[src/rtl/multicycle_control_unit.sv]
// Main sequencing FSM of the multicycle RISC-V core.
// Steps each instruction through fetch, decode, execute, memory and write-back,
// using the shared ALU, the unified memory port and the register file.
// Also provides a memory-ready handshake, a sticky illegal-opcode trap and a
// counter of retired instructions.
module multicycle_control_unit #(
  parameter int CNT_WIDTH = 32
) (
  input  logic                 clk,
  input  logic                 reset,
  input  logic [6:0]           Op,
  input  logic                 Zero,
  input  logic                 Mem_Ready,
  output logic                 PCWrite,
  output logic                 AdrSrc,
  output logic                 MemWrite,
  output logic                 IRWrite,
  output logic                 RegWrite,
  output logic [1:0]           ResultSrc,
  output logic [1:0]           ALUSrcA,
  output logic [1:0]           ALUSrcB,
  output logic [1:0]           ALU_Op,
  output logic [1:0]           ImmSrc,
  output logic                 Illegal,
  output logic [3:0]           State,
  output logic [CNT_WIDTH-1:0] Instr_Retired
);

  // Opcodes the control unit recognises
  localparam logic [6:0] OP_LOAD  = 7'b0000011;
  localparam logic [6:0] OP_STORE = 7'b0100011;
  localparam logic [6:0] OP_RTYPE = 7'b0110011;
  localparam logic [6:0] OP_ITYPE = 7'b0010011;
  localparam logic [6:0] OP_BEQ   = 7'b1100011;
  localparam logic [6:0] OP_JAL   = 7'b1101111;

  typedef enum logic [3:0] {
    S_FETCH    = 4'd0,
    S_DECODE   = 4'd1,
    S_MEMADR   = 4'd2,
    S_MEMREAD  = 4'd3,
    S_MEMWB    = 4'd4,
    S_MEMWRITE = 4'd5,
    S_EXECUTER = 4'd6,
    S_EXECUTEI = 4'd7,
    S_ALUWB    = 4'd8,
    S_BEQ      = 4'd9,
    S_JAL      = 4'd10,
    S_ILLEGAL  = 4'd11
  } state_t;

  state_t                 state_reg;
  state_t                 state_next;
  logic                   illegal_reg;
  logic [CNT_WIDTH-1:0]   retired_reg;

  // Enables computed from the state alone; reset masks them on the way out
  logic pc_write_raw;
  logic mem_write_raw;
  logic ir_write_raw;
  logic reg_write_raw;
  logic retire;

  // State register, sticky trap flag and retired-instruction counter
  always_ff @(posedge clk) begin
    if (reset) begin
      state_reg   <= S_FETCH;
      illegal_reg <= 1'b0;
      retired_reg <= '0;
    end else begin
      state_reg <= state_next;
      if (state_next == S_ILLEGAL)
        illegal_reg <= 1'b1;
      if (retire)
        retired_reg <= retired_reg + 1'b1;
    end
  end

  // Next-state logic and per-state control outputs
  always_comb begin
    state_next    = S_FETCH;
    pc_write_raw  = 1'b0;
    mem_write_raw = 1'b0;
    ir_write_raw  = 1'b0;
    reg_write_raw = 1'b0;
    retire        = 1'b0;
    AdrSrc        = 1'b0;
    ResultSrc     = 2'b00;
    ALUSrcA       = 2'b00;
    ALUSrcB       = 2'b00;
    ALU_Op        = 2'b00;
    case (state_reg)
      S_FETCH: begin
        // PC+4 goes straight back to the PC while the instruction is latched
        ALUSrcB      = 2'b10;
        ResultSrc    = 2'b10;
        ir_write_raw = Mem_Ready;
        pc_write_raw = Mem_Ready;
        state_next   = Mem_Ready ? S_DECODE : S_FETCH;
      end
      S_DECODE: begin
        // Precompute the branch target into ALUOut
        ALUSrcA = 2'b01;
        ALUSrcB = 2'b01;
        case (Op)
          OP_LOAD, OP_STORE: state_next = S_MEMADR;
          OP_RTYPE:          state_next = S_EXECUTER;
          OP_ITYPE:          state_next = S_EXECUTEI;
          OP_BEQ:            state_next = S_BEQ;
          OP_JAL:            state_next = S_JAL;
          default:           state_next = S_ILLEGAL;
        endcase
      end
      S_MEMADR: begin
        ALUSrcA    = 2'b10;
        ALUSrcB    = 2'b01;
        state_next = (Op == OP_LOAD) ? S_MEMREAD : S_MEMWRITE;
      end
      S_MEMREAD: begin
        AdrSrc     = 1'b1;
        state_next = Mem_Ready ? S_MEMWB : S_MEMREAD;
      end
      S_MEMWB: begin
        ResultSrc     = 2'b01;
        reg_write_raw = 1'b1;
        retire        = 1'b1;
        state_next    = S_FETCH;
      end
      S_MEMWRITE: begin
        // Strobe held until the memory accepts the write
        AdrSrc        = 1'b1;
        mem_write_raw = 1'b1;
        retire        = Mem_Ready;
        state_next    = Mem_Ready ? S_FETCH : S_MEMWRITE;
      end
      S_EXECUTER: begin
        ALUSrcA    = 2'b10;
        ALU_Op     = 2'b10;
        state_next = S_ALUWB;
      end
      S_EXECUTEI: begin
        ALUSrcA    = 2'b10;
        ALUSrcB    = 2'b01;
        ALU_Op     = 2'b11;
        state_next = S_ALUWB;
      end
      S_ALUWB: begin
        reg_write_raw = 1'b1;
        retire        = 1'b1;
        state_next    = S_FETCH;
      end
      S_BEQ: begin
        // Branch target is already in ALUOut; take it only when rs1 == rs2
        ALUSrcA      = 2'b10;
        ALU_Op       = 2'b01;
        pc_write_raw = Zero;
        retire       = 1'b1;
        state_next   = S_FETCH;
      end
      S_JAL: begin
        // Jump target from ALUOut into PC; ALU forms OldPC+4 for rd
        ALUSrcA      = 2'b01;
        ALUSrcB      = 2'b10;
        pc_write_raw = 1'b1;
        state_next   = S_ALUWB;
      end
      S_ILLEGAL: begin
        state_next = S_ILLEGAL;
      end
      default: begin
        state_next = S_FETCH;
      end
    endcase
  end

  // Immediate format follows the opcode regardless of state
  always_comb begin
    case (Op)
      OP_STORE: ImmSrc = 2'b01;
      OP_BEQ:   ImmSrc = 2'b10;
      OP_JAL:   ImmSrc = 2'b11;
      default:  ImmSrc = 2'b00;
    endcase
  end

  // A reset cycle abandons the instruction, so no write may escape it
  assign PCWrite       = pc_write_raw  & ~reset;
  assign MemWrite      = mem_write_raw & ~reset;
  assign IRWrite       = ir_write_raw  & ~reset;
  assign RegWrite      = reg_write_raw & ~reset;
  assign Illegal       = illegal_reg;
  assign State         = state_reg;
  assign Instr_Retired = retired_reg;

endmodule

[config.mk]
export PLATFORM = sky130hd
export DESIGN_NAME = multicycle_control_unit
export DESIGN_NICKNAME = d
export VERILOG_FILES = /design/src/rtl/multicycle_control_unit.sv
export SDC_FILE = /design/constraint.sdc
export NUM_CORES = 1
export LEC_CHECK = 0
export BUFFER_PORTS_ARGS = -buffer_cell sky130_fd_sc_hd__buf_4
export CORE_UTILIZATION = 46
export DETAILED_ROUTE_END_ITERATION = 10
export PLACE_DENSITY = 0.82
export SYNTH_ARGS = -nofsm -noshare
export SYNTH_HDL_FRONTEND = slang
export SYNTH_SLANG_ARGS = --single-unit
[constraint.sdc]
create_clock -name clk -period 1.85 [get_ports clk]
set_clock_uncertainty 0.15 [all_clocks]
set_input_delay 0 -clock clk [delete_from_list [all_inputs] [get_ports clk]]
set_output_delay 0 -clock clk [all_outputs]
set_load 0.01 [all_outputs]
-- Word level (Yosys, flattened, before mapping)
Index checks and enable logic that the tools add are counted.
- register bits after elaboration: 37
- input bits: 11
- output and inout port bits: 52
- word-level logic and storage cells: 54
- add/sub/neg operators: 1
- equality and inequality tests: 18
- muxes and demuxes: 17
- bitwise gates (word level): 5
- reduce and logical (&&, ||, !) cells: 10
- operators by type and width (operator ; count):
    $add A32 B1 Y32 const B ; 1
    $pmux W4 S7 ; 1
    $eq A4 B4 Y1 const B ; 5
    $pmux W4 S5 ; 1
    $eq A4 B3 Y1 const B ; 4
    $eq A7 B6 Y1 const B ; 2
    $eq A7 B7 Y1 const B ; 2
    $pmux W2 S2 ; 3
    $pmux W2 S3 ; 2
    $reduce_or A2 Y1 ; 5
    $mux W3 ; 3
    $reduce_or A3 Y1 ; 3
    $eq A4 B2 Y1 const B ; 2
    $eq A7 B2 Y1 const B ; 1
    $eq A7 B5 Y1 const B ; 1
    $mux W1 ; 5
    $and A1 B1 Y1 ; 4
    $eq A4 B1 Y1 const B ; 1
    $logic_not A4 Y1 ; 1
    $reduce_or A4 Y1 ; 1
    $pmux W1 S3 ; 1
    $pmux W1 S2 ; 1
    $not A1 Y1 ; 1

-- Depth between registers and ports, before layout
Gate-level depths: netlist of the first run.
- depth after elaboration: 5
- gate-level depth with buffers: 9
- mapped depth without buffers: 5

-- Worst setup path after synthesis of the first run
OpenSTA, ideal clock, no wires.
- path type: reg-to-reg
- start point: reg state_reg[3] (netlist: State[3])
- end point: reg retired_reg[31] (netlist: Instr_Retired[31])
- setup time: 0.121 ns
- arrival: 1.826 ns
- data required time: 1.579 ns
- path slack: -0.247 ns
- cell stages (with the launch flop): 9
- buffers on the path: 3
- period minus slack after synthesis: 2.097 ns
- cell sequence: dfxtp_1 -> buf_2 -> nand2b_4 -> buf_6 -> o21ai_4 -> nand4_1 -> buf_2 -> nor4_1 -> mux2_2
- word-level cells in the longest chain between the ends: 3
- elaborated cells on any way between the ends: 6
- those cells by class: eq/ne: 4; mux: 1; reduce/logical: 1
- ends and longest elaborated chain (item ; line ; source):
    from (decl) ; 52 ; state_t state_reg;
    from (signal assigned) ; 71 ; state_reg <= state_next;
    $eq A4 B4 Y1 / $eq A4 B3 Y1 (equally long branches) ; 92 ; case (state_reg)
    $reduce_or A3 Y1 (no source line) ; - ;
    $pmux W1 S2 (*) ; 92 ;
    to (signal assigned) ; 75 ; retired_reg <= retired_reg + 1'b1;
    to (decl) ; 55 ; logic [CNT_WIDTH-1:0] retired_reg;
Mark *: on every way between the ends. The rest lies on a longest branch, timed or not.
A chain may end at the register's enable or synchronous reset.

-- Worst setup path after layout of the first run
- start point: reg retired_reg[8] (netlist: Instr_Retired[8])
- end point: reg retired_reg[21] (netlist: Instr_Retired[21])
- word-level cells in the longest chain between the ends: 1
- ends and longest elaborated chain (item ; line):
    $add A32 B1 Y32 ; 75
No other way between the ends.

==> results of run 1 <==
power breakdown:
| part | internal [mW] | total, mW | leakage [nW] | switching [mW] |
|---|---|---|---|---|
| Clock | 0.295 | 0.564 | 0.0443 | 0.269 |
| Sequential | 0.848 | 0.890 | 0.305 | 0.0420 |
| Combinational | 0.570 | 1.23 | 0.971 | 0.660 |
stage by stage:
step | cell area, um^2 | hold WS (ns) | utilization, %
floorplan | 2160 | -0.0591 | -
global placement | 2920 | 0.166 | 66.5
detailed placement | 2920 | 0.168 | 66.5
CTS | 3110 | 0.0350 | 71.0
global route | 3260 | 0.0807 | 74.5
finish | 3260 | 0.0392 | 74.5
registers in the layout (all words and copies together), names as in the netlist:
| register | flops |
|---|---|
| State | 4 |
| Illegal | 1 |
| Instr_Retired | 32 |
synthesized netlist by cell type, drive strengths merged:
master   instances
nand4           12
o21ai           17
nor2b            5
nor2            29
clkbuf          11
o211ai           1
buf              5
mux2i            1
inv              6
a211oi           2
xor2             4
ha               1
nand2           24
clkinv           1
o41ai            1
or3             11
nor4b            1
o22a             1
a21oi           25
a31oi            1
and3b            1
a32oi            1
and2             1
nor4             6
nand3           16
nor3            10
and4             2
a22oi            1
nor3b            1
o21a             2
o22ai            1
xnor2            8
nand3b           1
a2111oi          1
nand2b           7
nor4bb           1
dfxtp           37
and3             1
or4              9
or2              2
o31ai            9
mux2             2
final cells by class:
cell class | count | area, um^2 | area share, %
flip-flops and latches | 37 | 757 | 23.2
clock buffers | 7 | 86.3 | 2.64
well taps | 52 | 65.1 | 1.99
multi-input cells | 220 | 1410 | 43.1
inverters | 7 | 26.3 | 0.805
repair buffers | 119 | 922 | 28.2
per-layer routing:
layer / global-route usage (%) / part of all wire [%]
met5: 0 / 0
met4: 9.78 / 2.9
met3: 5.48 / 6.2
met2: 43.2 / 48
met1: 29.1 / 43
logic make-up after synthesis:
| kind of cell | share of synthesized area [%] |
|---|---|
| buffers and inverters | 4.54 |
| AND/OR/NAND/NOR | 35.5 |
| flip-flops | 34.9 |
| adder cells (fa/ha/maj) | 0.590 |
| AO/OA/AOI/OAI | 18.0 |
| multiplexers | 1.53 |
| XOR/XNOR | 4.96 |
path summary, 6_finish.rpt:
path | endpoint | cells after the start | start | slack [ns]
min reg2reg | Illegal | 2 | Illegal | 0.33
min | State[2] | 5 | Mem_Ready | 0.04
max | Instr_Retired[21] | 6 | Instr_Retired[8] | -0.28
max reg2reg | Instr_Retired[21] | 6 | Instr_Retired[8] | -0.28
critical path, cell delays in order (launching register included):
cell,delay (ns)
dfxtp_2,0.33
nand4_1,0.17
nor3_2,0.30
nand4_1,0.26
buf_4,0.23
or4_4,0.47
a21oi_2,0.14
repair_timing:
item / 4_1_cts / 5_1_grt
cloned: 0 / 1
hold endpoints to repair: 16 / 0
endpoints found under the setup margin: 11 / 29
hold buffers: 7 / 0
resized for setup: 7 / 25
setup buffers: 3 / 6
pin swaps: 8 / 13
==> metrics, run 1 <==
Num CTS Buffers=5; GRT Total Usage=24.7%; mapped cell area=between 2000 and 2500 um^2; CTS clk-pin slew, worst paths=roughly 0.06 ns; crit-path max FO=6; clk buf depth=2; most frequent cells in the layout=buf_4, nor2_1, dfxtp_1, nand2_1, a21oi_1; grt ovf=0; detailed placement HPWL=roughly 4000 um; post-synth top area share=between 30% and 40%; CP startpoint kind=flop; layout cells sized above 1=40.0%; Leakage=about 1.3 nW; HP Class=input port to flop; Worst Path Arrival=2.20 ns; Syn Area/Cell=about 7.6 um^2; Root Driver=clkbuf_8; vias in the first global route=around 2200; effective utilization at floorplan=roughly 48%; post-route ant nets=0; final hold vios=0; clock period minus worst slack=around 2.1 ns; vias per inst=roughly 5.8; largest net degree at the start of global routing=43; VDD IR max=about 770 uV; first-pass GRT wire length=approximately 10000 um; site row count=24; Yosys top cell by area=dfxtp_1; outcome=finished, violations left; period utilization=115%; Placer Congestion=approximately 0.8; TritonRoute pass-1 iters=4; fillers=about 340; RSZ-0062 raised after global routing=true; initial antenna violation count=0; Critical Path End Type=flop; Synth cell types=47; final non-filler cell total=442; worst slack, placed=-0.139 ns; die width=69.9 um; top area cells in the synthesized netlist=dfxtp_1, a21oi_1, nor2_1; die area=4890 um^2; via count=roughly 2600; chip height=69.9 um; final setup TNS=-2.50 ns; FMAX=roughly 470 MHz; # H-tree levels=2; detailed-route wire length per cell=15.1 um; Mapped Cells=approximately 280; CTS tree=built; Yosys Warn Count=0; Diodes inserted=0; # Max-Cap Violations=0; commonest non-fill, non-tap cell in the layout=buf_4; Final Max Tran Viols=0; Remaining DRCs=0; sequential share of the synthesized area=a little over a third; NumNets Final=~400; worst rel slew slack=between 60% and 70%; final wirelength=around 6700 um; I/O pins=63; DR iter-0 viols=between 200 and 300; clk sink count=37; Synth-to-Final Area Change=53.9%; Seq cells post-synth=37; Core ar.=about 4400 um^2; Inst Count DP=418; Req. time, crit path=between 1.5 and 2 ns; violated checks=setup timing; worst-margin pin slew=about 0.46 ns; WS Path Type=flop to flop; port bufs=62; count of final setup violators=17; Tot Pwr=~2.7 mW; Net Count, Synth=291; Setup WS post-layout=-0.275 ns; clk_lat worst skew=0.29 ns; pwr/cell area=between 800 and 900 nW/um^2
Note: power is estimated with default switching activity, not from simulation.
==> run 2, diff against run 1 <==
Settings changed: CORE_ASPECT_RATIO set to 1.25, CTS_BUF_LIST set to sky130_fd_sc_hd__clkbuf_16, CTS_CLUSTER_SIZE set to 12.
==> run 2 against run 1 <==
The run still ends with setup timing left; final area grew 0.46%; global-route usage rose by 2.0 points; wire length shrank 2.8%; via count down 1.5%; non-clock buffer count is 7 lower; flip-flop and latch count unchanged; largest power group unchanged.
==> metrics, run 2 (synthesis results as in run 1) <==
multi-input logic area=1400 um^2 (-0.53%); vias per inst=5.72 (-1.5%); # H-tree levels=2 (unchanged); port bufs=62 (unchanged); GRT Total Usage=26.6% (+2.0 points); flop2flop setup slack=-0.02 ns (+0.25 ns); detailed placement HPWL=4070 um (-0.74%); Remaining DRCs=0 (unchanged); final hold vios=0 (unchanged); die area=4890 um^2 (about the same); Leakage=1.33 nW (+1.0%); worst-margin pin slew=0.459 ns (-0.000390 ns); Reg2Reg Depth=6 (unchanged); Root Driver=clkbuf_16; I/O pins=63 (unchanged); pwr/cell area=926 nW/um^2 (+13%); Synth-to-Final Area Change=54.6%; DR iter-0 viols=136 (-47%); Critical Path End Type=flop; Core Util, Final=74.1% (-0.36 points); Inst Count DP=420 (+0.48%); VDD IR max=844 uV (+8.9%); grt ovf=0 (unchanged); Critical Path Sink=Instr_Retired[14]; violated checks=setup timing; via count=2528 (-1.5%); Num CTS Buffers=5 (unchanged); Final Cell Area=3280 um^2 (+0.46%); max reg flops=32 (unchanged); final wirelength=6500 um (-2.8%); reg2reg end=Instr_Retired[14]; reg2reg start=Instr_Retired[4]; layout cells sized above 1=39.8% (-0.16 points); crit-path max FO=7 (+1); vias in the first global route=2403 (+11%); CP startpoint kind=flop; CTS clk-pin slew, worst paths=0.06 ns (about the same); clk buf depth=2 (unchanged); die width=62.7 um (-10%); effective utilization at floorplan=47.9% (-0.45 points); HP Class=input port to flop; # Max-Cap Violations=0 (unchanged); clk sink count=37 (unchanged); TritonRoute pass-1 iters=4 (unchanged); first-pass GRT wire length=10600 um (+7.8%); clock period minus worst slack=1.87 ns (-0.254 ns); count of final setup violators=4 (-13); chip height=77.9 um (+11%); WS Path Type=flop to flop; Worst Path Arrival=1.92 ns (-0.28 ns); Final Max Tran Viols=0 (unchanged); site row count=27 (+13%); CTS tree=built; Critical path origin=Instr_Retired[4]; detailed-route wire length per cell=14.7 um (-2.8%); post-route ant nets=0 (unchanged); clk_lat worst skew=0.28 ns (about the same); FMAX=534 MHz (+14%); most frequent cells in the layout=buf_4, nor2_1, dfxtp_1, nand2_1, a21oi_1; initial antenna violation count=0 (unchanged); Req. time, crit path=1.90 ns (-0.02 ns); commonest non-fill, non-tap cell in the layout=buf_4; RSZ-0062 raised after global routing=true; register area=757 um^2 (unchanged); fillers=349 (+4.2%); Placer Congestion=0.931 (+15%); NumNets Final=395 (-1.7%); Area after DPL=2890 um^2 (-0.77%); worst rel slew slack=69.4% (about the same); Diodes inserted=0 (unchanged); Setup WS post-layout=-0.0217 ns (+0.254 ns); final non-filler cell total=442 (unchanged); period utilization=101% (-14 points); largest net degree at the start of global routing=43 (unchanged); outcome=finished, violations left; Core ar.=4430 um^2 (+0.94%)
## run 2: cell types whose count changed in the layout (fill, tap and decap cells not counted), moves of 3 or more
| cell | previous run | this run |
|---|---|---|
| clkbuf_16 | 0 | 5 |
| buf_4 | 109 | 106 |
| clkbuf_8 | 6 | 0 |
| dlygate4sd3_1 | 7 | 3 |
## run 2: worst max-delay path: stages (launching register included)
cell and delay (ns):
dfxtp_2 0.33, nand4_1 0.19, nor2_2 0.28, nand4_4 0.19, buf_4 0.19, or3_1 0.30, a21oi_1 0.16
## run 2: per-layer routing
layer	routed length [um]	global-route usage [%]	vias to the layer above
met5	0	0	-
met4	138	10.0	0
met3	375	5.44	16
met2	3440	48.7	113
met1	2540	29.9	1172
li1	-	-	1227
## run 2: worst min-delay path by stage
| stage | start | end | cells after the start |
|---|---|---|---|
| after detailed placement | Op[4] | State[2] | 3 |
| after floorplan | Op[5] | ImmSrc[0] | 2 |
| after global placement | Op[4] | State[2] | 3 |
| after global routing | Mem_Ready | State[2] | 4 |
| final | Mem_Ready | State[2] | 4 |
| after CTS | Mem_Ready | State[2] | 4 |
## run 2: layout make-up
cell class | instances | area share (%)
repair buffers | 112 | 26.2
well taps | 58 | 2.21
clock buffers | 5 | 3.82
flip-flops and latches | 37 | 23.1
inverters | 7 | 0.839
multi-input cells | 220 | 42.7
clock inverters | 3 | 1.14
## run 2: what timing repair did
action | CTS | global route
cloned | 2 | 0
hold buffers | 3 | 0
setup endpoints to repair | 9 | 25
pin swaps | 12 | 7
endpoints found under the hold margin | 5 | 0
gates resized for setup | 9 | 23
setup buffers | 4 | 5
## run 2: report_power, final
part / switching [mW] / leakage, nW / internal [mW] / total, mW
combinational: 0.643 / 0.946 / 0.558 / 1.20
clock: 0.311 / 0.0826 / 0.625 / 0.937
sequential: 0.0507 / 0.305 / 0.848 / 0.899
## run 2: through the flow
| stage | setup WS, ns | hold WS, ns | TNS (ns) | power [mW] |
|---|---|---|---|---|
| final | -0.0217 | 0.00755 | -0.0493 | 3.04 |
| after global routing | -0.142 | 0.0236 | -1.59 | 3.19 |
| after CTS | -0.0244 | 0.0128 | -0.0509 | 2.97 |
| after detailed placement | -0.0448 | 0.151 | -0.199 | 2.02 |
| after global placement | 0.0405 | 0.150 | 0 | 2.01 |
| after floorplan | -0.105 | -0.0591 | -0.336 | 1.58 |
